[src/rtl/wbs_regbank.sv]
// rtl/wbs_regbank.sv - Wishbone slave control register bank with programmable wait states
// Define WBS_REGBANK_IRQ_EN to add the IRQ_STATUS (W1C) / IRQ_MASK pair driving wbs_int_o.
module wbs_regbank #(
  parameter logic [31:0] BASE_ADDR   = 32'h0000_0000,
  parameter int          NUM_REGS    = 8,
  parameter int          WAIT_STATES = 0
) (
  input  logic                     wb_clk_i,
  input  logic                     wb_rst_n_i,
  input  logic                     wbs_cyc_i,
  input  logic                     wbs_stb_i,
  input  logic                     wbs_we_i,
  input  logic [3:0]               wbs_sel_i,
  input  logic [31:0]              wbs_adr_i,
  input  logic [31:0]              wbs_dat_i,
  output logic [31:0]              wbs_dat_o,
  output logic                     wbs_ack_o,
  output logic                     wbs_err_o,
  output logic                     wbs_int_o,
  output logic [32*NUM_REGS-1:0]   reg_o,
  input  logic [31:0]              irq_i
);
  localparam int IW = 7;
`ifdef WBS_REGBANK_IRQ_EN
  localparam int NUM_IDX = NUM_REGS + 2;
`else
  localparam int NUM_IDX = NUM_REGS;
`endif

  typedef enum logic [1:0] {S_IDLE, S_WAIT, S_RESP} state_e;
  state_e state_q, state_d;
  logic [3:0]    cnt_q, cnt_d;
  logic          we_q, valid_q, ack_q, err_q;
  logic [3:0]    sel_q;
  logic [IW-1:0] idx_q;
  logic [31:0]   dat_q;
  logic [31:0]   regs_q [NUM_REGS];

  logic          req, adr_valid, enter_resp, wr_en;
  logic          cur_we, cur_valid;
  logic [3:0]    cur_sel;
  logic [IW-1:0] cur_idx;
  logic [31:0]   cur_dat, off, rdata;

  assign req       = wbs_cyc_i & wbs_stb_i;
  assign off       = wbs_adr_i - BASE_ADDR;
  assign adr_valid = (wbs_adr_i >= BASE_ADDR) && (off[1:0] == 2'b00) &&
                     ({2'b00, off[31:2]} < 32'(NUM_IDX));

  always_ff @(posedge wb_clk_i or negedge wb_rst_n_i) begin
    if (!wb_rst_n_i) begin
      state_q <= S_IDLE;
      cnt_q   <= 4'd0;
    end else begin
      state_q <= state_d;
      cnt_q   <= cnt_d;
    end
  end

  always_comb begin
    state_d = state_q;
    cnt_d   = cnt_q;
    case (state_q)
      S_IDLE: if (req) begin
        cnt_d   = 4'(WAIT_STATES);
        state_d = (WAIT_STATES == 0) ? S_RESP : S_WAIT;
      end
      S_WAIT: begin
        if (!req)              state_d = S_IDLE;
        else if (cnt_q == 4'd1) state_d = S_RESP;
        else                   cnt_d   = cnt_q - 4'd1;
      end
      S_RESP:  state_d = S_IDLE;
      default: state_d = S_IDLE;
    endcase
  end

  // With zero wait states the commit happens on the capture edge, so use live inputs in IDLE.
  always_comb begin
    enter_resp = (state_d == S_RESP);
    if (state_q == S_IDLE) begin
      cur_we    = wbs_we_i;
      cur_sel   = wbs_sel_i;
      cur_idx   = off[IW+1:2];
      cur_dat   = wbs_dat_i;
      cur_valid = adr_valid;
    end else begin
      cur_we    = we_q;
      cur_sel   = sel_q;
      cur_idx   = idx_q;
      cur_dat   = dat_q;
      cur_valid = valid_q;
    end
    wr_en = enter_resp & cur_valid & cur_we;
  end

  always_ff @(posedge wb_clk_i or negedge wb_rst_n_i) begin
    if (!wb_rst_n_i) begin
      we_q    <= 1'b0;
      sel_q   <= 4'd0;
      idx_q   <= '0;
      dat_q   <= 32'd0;
      valid_q <= 1'b0;
      ack_q   <= 1'b0;
      err_q   <= 1'b0;
    end else begin
      if (state_q == S_IDLE && req) begin
        we_q    <= wbs_we_i;
        sel_q   <= wbs_sel_i;
        idx_q   <= off[IW+1:2];
        dat_q   <= wbs_dat_i;
        valid_q <= adr_valid;
      end
      ack_q <= enter_resp & cur_valid;
      err_q <= enter_resp & ~cur_valid;
    end
  end

  always_ff @(posedge wb_clk_i or negedge wb_rst_n_i) begin
    if (!wb_rst_n_i) begin
      for (int k = 0; k < NUM_REGS; k++) regs_q[k] <= 32'd0;
    end else if (wr_en) begin
      for (int k = 0; k < NUM_REGS; k++)
        if (cur_idx == IW'(k))
          for (int b = 0; b < 4; b++)
            if (cur_sel[b]) regs_q[k][8*b +: 8] <= cur_dat[8*b +: 8];
    end
  end

  for (genvar k = 0; k < NUM_REGS; k++) begin : g_reg_o
    assign reg_o[32*k +: 32] = regs_q[k];
  end

`ifdef WBS_REGBANK_IRQ_EN
  logic [31:0] status_q, status_d, mask_q, mask_d;
  logic        int_q;

  // Clear first, then OR in the sources so a same-cycle set beats the W1C.
  always_comb begin
    status_d = status_q;
    mask_d   = mask_q;
    for (int b = 0; b < 4; b++) begin
      if (wr_en && cur_sel[b] && cur_idx == IW'(NUM_REGS))
        status_d[8*b +: 8] = status_q[8*b +: 8] & ~cur_dat[8*b +: 8];
      if (wr_en && cur_sel[b] && cur_idx == IW'(NUM_REGS + 1))
        mask_d[8*b +: 8] = cur_dat[8*b +: 8];
    end
    status_d = status_d | irq_i;
  end

  always_ff @(posedge wb_clk_i or negedge wb_rst_n_i) begin
    if (!wb_rst_n_i) begin
      status_q <= 32'd0;
      mask_q   <= 32'd0;
      int_q    <= 1'b0;
    end else begin
      status_q <= status_d;
      mask_q   <= mask_d;
      int_q    <= |(status_q & mask_q);
    end
  end
  assign wbs_int_o = int_q;
`else
  logic unused_irq;
  assign unused_irq = ^irq_i;
  assign wbs_int_o  = 1'b0;
`endif

  always_comb begin
    rdata = 32'd0;
    for (int k = 0; k < NUM_REGS; k++)
      if (idx_q == IW'(k)) rdata = regs_q[k];
`ifdef WBS_REGBANK_IRQ_EN
    if (idx_q == IW'(NUM_REGS))     rdata = status_q;
    if (idx_q == IW'(NUM_REGS + 1)) rdata = mask_q;
`endif
  end

  assign wbs_dat_o = ack_q ? rdata : 32'd0;
  assign wbs_ack_o = ack_q;
  assign wbs_err_o = err_q;
endmodule
[config.mk]
export PLATFORM = sky130hd
export DESIGN_NAME = wbs_regbank
export DESIGN_NICKNAME = d
export VERILOG_FILES = /design/src/rtl/wbs_regbank.sv
export SDC_FILE = /design/constraint.sdc
export NUM_CORES = 1
export LEC_CHECK = 0
export CORE_MARGIN = 8
export CORE_UTILIZATION = 46
export CTS_BUF_LIST = sky130_fd_sc_hd__clkbuf_8
export DETAILED_ROUTE_END_ITERATION = 12
export GPL_ROUTABILITY_DRIVEN = 0
export MAX_ROUTING_LAYER = met4
export PLACE_DENSITY = 0.76
export SLEW_MARGIN = 5
export SYNTH_ARGS = -nofsm -noshare
export SYNTH_HDL_FRONTEND = slang
export SYNTH_SLANG_ARGS = --single-unit
[constraint.sdc]
create_clock -name wb_clk_i -period 3.16 [get_ports wb_clk_i]
set_input_delay 0.474 -clock wb_clk_i [delete_from_list [all_inputs] [get_ports wb_clk_i]]
set_output_delay 0.474 -clock wb_clk_i [all_outputs]
set_load 0.1 [all_outputs]
=== After elaboration in Yosys (flattened, before gate mapping) ===
Cells that the tools add are included.
Widths: inputs -> output; s select.

* Register bits: 309
* Bits in latches: 0
* Memory bits (writable): 0
* Bits in read-only memories: 0
* Input port bits: 105
* Output and inout port bits: 291
* Word-level logic and storage cells: 132
* Memories: 0

* Add/sub/neg operators: 1
* $mul: 0
* Div/mod/pow operators: 0
* Magnitude comparators: 2
* Equal/unequal tests: 20
* Shift operators: 0
* Mux-type cells: 22
* Bitwise logic cells: 5
* Reduce and logical (&&, ||, !) cells: 41

{| class="wikitable"
|+ Operator list
! cell !! count
|-
| $mux 32 || 10
|-
| $reduce_and 3->1 || 32
|-
| $eq 7x3->1 const B || 8
|-
| $ge 32x1->1 const B || 1
|-
| $lt 30x4->1 const B || 1
|-
| $eq 7x2->1 const B || 4
|-
| $mux 4 || 4
|-
| $eq 7x1->1 const B || 2
|-
| $logic_not 7->1 || 2
|-
| $pmux 4 s2 || 1
|-
| $mux 7 || 1
|-
| $mux 2 || 3
|-
| $ne 2x2->1 const B || 3
|-
| $and 1x1->1 || 4
|-
| $eq 4x1->1 const B || 1
|-
| $logic_not 2->1 || 2
|-
| $pmux 2 s2 || 1
|-
| $reduce_and 4->1 || 1
|-
| $sub 4x1->4 const B || 1
|-
| $logic_and 1x1->1 || 3
|-
| $eq 2x1->1 const B || 1
|-
| $eq 2x2->1 const B || 1
|-
| $mux 1 || 2
|-
| $reduce_bool 2->1 || 1
|-
| $not 1->1 || 1
|}

=== Logic depth before layout (Yosys ltp) ===
* Word-level depth: 10
* Depth in mapped cells: 8

=== Worst setup path after synthesis ===
Ideal clock, no wire load.

* Path kind: register to output
* From: register ack_q (netlist: wbs_ack_o)
* To: output wbs_dat_o[13]
* Arrival time: 3.648 ns
* Required time: 2.686 ns
* Setup slack: -0.962 ns
* Cell stages (with the launch flop): 5
* Path buffers: 2
* Path through: dfrtp_1 -> buf_1 -> nand2_1 -> clkbuf_1 -> nor3_1

* Word-level cells in the longest chain between the ends: 1

{| class="wikitable"
|+ Ends and longest elaborated chain
! what !! line !! source
|-
| start, declared || 33 || <nowiki>logic we_q, valid_q, ack_q, err_q;</nowiki>
|-
| start signal, assigned || 114 || <nowiki>ack_q <= enter_resp & cur_valid;</nowiki>
|-
| $mux 32 || 179 || <nowiki>assign wbs_dat_o = ack_q ? rdata : 32'd0;</nowiki>
|-
| end, declared || 16 || <nowiki>output logic [31:0] wbs_dat_o,</nowiki>
|}

No other way between the ends.

=== Worst setup path after layout ===
* From: register idx_q[3]
* To: output wbs_dat_o[15]

* Word-level cells in the longest chain between the ends: 10
* Elaborated cells between the ends (all ways): 17
* Those cells by class: 7 x eq/ne; 9 x mux; 1 x reduce/logical

{| class="wikitable"
|+ Ends and longest elaborated chain
! what !! line !! source
|-
| start, declared || 35 || <nowiki>logic [IW-1:0] idx_q;</nowiki>
|-
| start signal, assigned || 110 || <nowiki>idx_q <= off[IW+1:2];</nowiki>
|-
| $logic_not 7->1 || 172 || <nowiki>if (idx_q == IW'(k)) rdata = regs_q[k];</nowiki>
|-
| $mux 32 (7 in a row) || 172 ||
|-
| $mux 32 (*) || 172 ||
|-
| $mux 32 (*) || 179 ||
|}

Every way passes the cells marked *; elsewhere a longest branch is shown, timed or not.

==> flow_summary_export.csv <==
group,metric,value,unit
power,cellPowerDensity,430.9,nW/um^2
global_route,grt_max_degree,71,
cts,clock_path_buffers,3,
cts,cts_inserted_buffers,53,
power,power.total,0.008939,W
cts,cts_tree,"built",
route,drt_iter0_markers,655,
route,vias,12020,
placed_design,placed_area,19520,um^2
logic_synthesis,synthArstFlopShare,100.0,%
placed_design,portBuffers,362,
logic_synthesis,syn_inst,1249,
timing,max_slew.worst_pin.slew,659.0,ps
global_route,grt_overflow,0,
critical_path,cp_num_buf_inv,3,
logic_synthesis,syn_nets,1356,
route,ant_nets,0,
placed_design,preCtsSetupSlack,7.605,ps
route,wl_per_cell,24.96,um
critical_path,crit_type,"reg -> out",
logic_synthesis,yosysTopAreaCell,"dfrtp_1",
timing,report.final.slew_viol_count,0,
power,ir_drop,0.2872,mV
route,routed_wl,53770,um
global_route,grt_usage,28.18,%
logic_synthesis,synth_edf_count,0,
timing,rsz0062_at_grt,"false",
critical_path,crit_family,"compound AO/OA/AOI/OAI gates",
timing,min_period_over_period,97.53,%
cells_and_area,drive_gt1_share,47.28,%
route,drt-pass1-iter-count,5,
cts,clock_latency,560,ps
cells_and_area,design_area,20750,um^2
floorplanning,core_area,32290,um^2
critical_path,end_kind,"output port",
logic_synthesis,synth_ff_type,"dfrtp_1",
timing,relSlewSlack,56.02,%
timing,layout_min_cycle_time,3082,ps
floorplanning,start_util,46.44,%
floorplanning,dieArea,38630,um^2
cts,cts_root_buf,"clkbuf_8",
logic_synthesis,ys_seq_area_share,51.57,%
logic_synthesis,yosysMostFrequentCell,"dfrtp_1",
critical_path,crit_path_top_delay_cell,"dfrtp_1",
floorplanning,core.rowCount,66,
logic_synthesis,yosysWarnings,0,
critical_path,critPathMaxFanout,9,
logic_synthesis,ys_types,55,
timing,final.setup_skew,11.21,ps
floorplanning,ios,396,
logic_synthesis,yosys-top-cells-count,"dfrtp_1, nand2_1, mux2_2",
cts,cts_sinks,309,
worst_hold_path,worstHoldPathType,"in -> reg",
logic_synthesis,synth_area_leaders,"dfrtp_1, mux2_2, nand2_1",
timing,whs,465.3,ps
critical_path,cp_cell_sequence,"nor4_4, buf_6, nand2b_1, buf_4, a21oi_1, o221ai_1, a31oi_2, buf_12",
cts,cts.htree.levels,2,
critical_path,cp-start-kind,"flip-flop",
floorplanning,die_y,196.5,um
cells_and_area,syn_to_final_growth,38.36,%
route,vias_per_cell,5.579,
critical_path,rrSetupSlack,320,ps
placed_design,place_hpwl,38370,um
timing,fin_ws,78.12,ps
run,cap_violations,0,
timing,setup_viol,0,
timing,tns,0,ps
logic_synthesis,synth_seq_cells,309,
critical_path,slowest_delay,400,ps
global_route,grt_pass1_vias,13050,
logic_synthesis,synth_area_per_cell,12.01,um^2
global_route,grt_pass1_wl,81190,um
outcome,status,"finished clean",
global_route,antenna_found_initial,5,
logic_synthesis,netlist.area_leader.share,51.57,%
floorplanning,die_x,196.5,um
critical_path,crit_arrival,2610,ps
cells_and_area,nets,1775,
logic_synthesis,synthesis.area,14990,um^2
timing,hold_viol,0,
power,cellLeakagePower,10.04,nW
timing,fmax,324.5,MHz
route,drc,0,
critical_path,critical_path_required,2690,ps
cts,clk_pin_slew,60,ps
==> per-stage QoR <==
step / utilization (%) / instances
2_1_floorplan: - / 1249
3_3_place_gp: 60.45 / 2049
3_5_place_dp: 60.45 / 2049
4_1_cts: 64.05 / 2148
5_1_grt: 64.25 / 2154
6_report: 64.25 / 2154
==> where the power goes <==
group	total, W	switching (W)	internal (W)
clock	0.00374	0.00164	0.00210
combinational	0.00105	0.000679	0.000369
sequential	0.00415	0.0000894	0.00406
==> layout by cell type, fill, tap and decap left out, drive strengths merged, types with 2 or more instances in the layout <==
cell type,count
buf,356
dfrtp,309
mux2,274
nand2,273
clkbuf,72
clkdlybuf4s50,71
a21oi,51
o21ai,47
nor2,31
inv,27
a22oi,25
a31oi,18
o221ai,18
mux4,15
mux2i,13
o22ai,13
nand2b,9
nor3,9
nor4,8
a21o,7
o2bb2ai,6
and3,6
nand4,5
nand3,5
and2,4
a32oi,4
diode,3
or2,3
and4,3
a2bb2oi,3
clkinv,3
nor3b,2
ha,2
and2b,2
nor2b,2
==> flip-flops by register name, indices dropped and copies added, names as in the netlist <==
register,flops
reg_o,256
dat_q,32
idx_q,7
cnt_q,4
sel_q,4
state_q,2
valid_q,1
wbs_ack_o,1
wbs_err_o,1
we_q,1
==> path summary, 6_finish.rpt <==
path | startpoint | end | cells past startpoint
min in group asynchronous | wb_rst_n_i | reg_o[44]$_DFFE_PN0P_ | 2
max | idx_q[3]$_DFFE_PN0P_ | wbs_dat_o[15] | 8
min | wbs_dat_i[25] | dat_q[25]$_DFFE_PN0P_ | 3
max reg2reg | cnt_q[1]$_DFFE_PN0P_ | reg_o[165]$_DFFE_PN0P_ | 7
max in group asynchronous | wb_rst_n_i | reg_o[78]$_DFFE_PN0P_ | 3
min reg2reg | dat_q[21]$_DFFE_PN0P_ | dat_q[21]$_DFFE_PN0P_ | 2
==> layout make-up <==
class / count / area, um^2
Antenna cell: 3 / 7.507
Timing Repair Buffer: 428 / 4128
Tap cell: 442 / 553.0
Multi-Input combinational cell: 868 / 7172
Fill cell: 2573 / 11540
Clock buffer: 72 / 991.0
Inverter: 8 / 30.03
Sequential cell: 309 / 7741
Clock inverter: 24 / 123.9
==> per-layer routing <==
layer / wire [um] / GRT usage (%) / vias to the layer above
li1: - / - / 5324
met1: 21560 / 33.99 / 6044
met2: 25780 / 45.13 / 533
met3: 4528 / 7.061 / 116
met4: 1897 / 11.17 / 0
met5: 0 / - / -
==> tightest hold or removal path, delay by kind of cell <==
kind | cells | cell delay (ps)
and+or+nand+nor | 2 | 100
buffers and inverters | 1 | 420
==> what timing repair did <==
item,CTS,global route
hold endpoints to repair,64,0
pin swaps,1,2
hold buffers,1,0
endpoints found under the setup margin,15,12
buffers inserted,2,3
gates resized for setup,6,8
==> kinds of logic after synthesis <==
family                   synth area share [%]
AND/OR/NAND/NOR                         11.19
flip-flops                              51.57
multiplexers                            23.70
AO/OA/AOI/OAI                           11.21
buffers and inverters                   2.028
adder cells (fa/ha/maj)                0.1669
XOR/XNOR                               0.1168
other                                 0.02501
(Power assumes the default switching activity.)
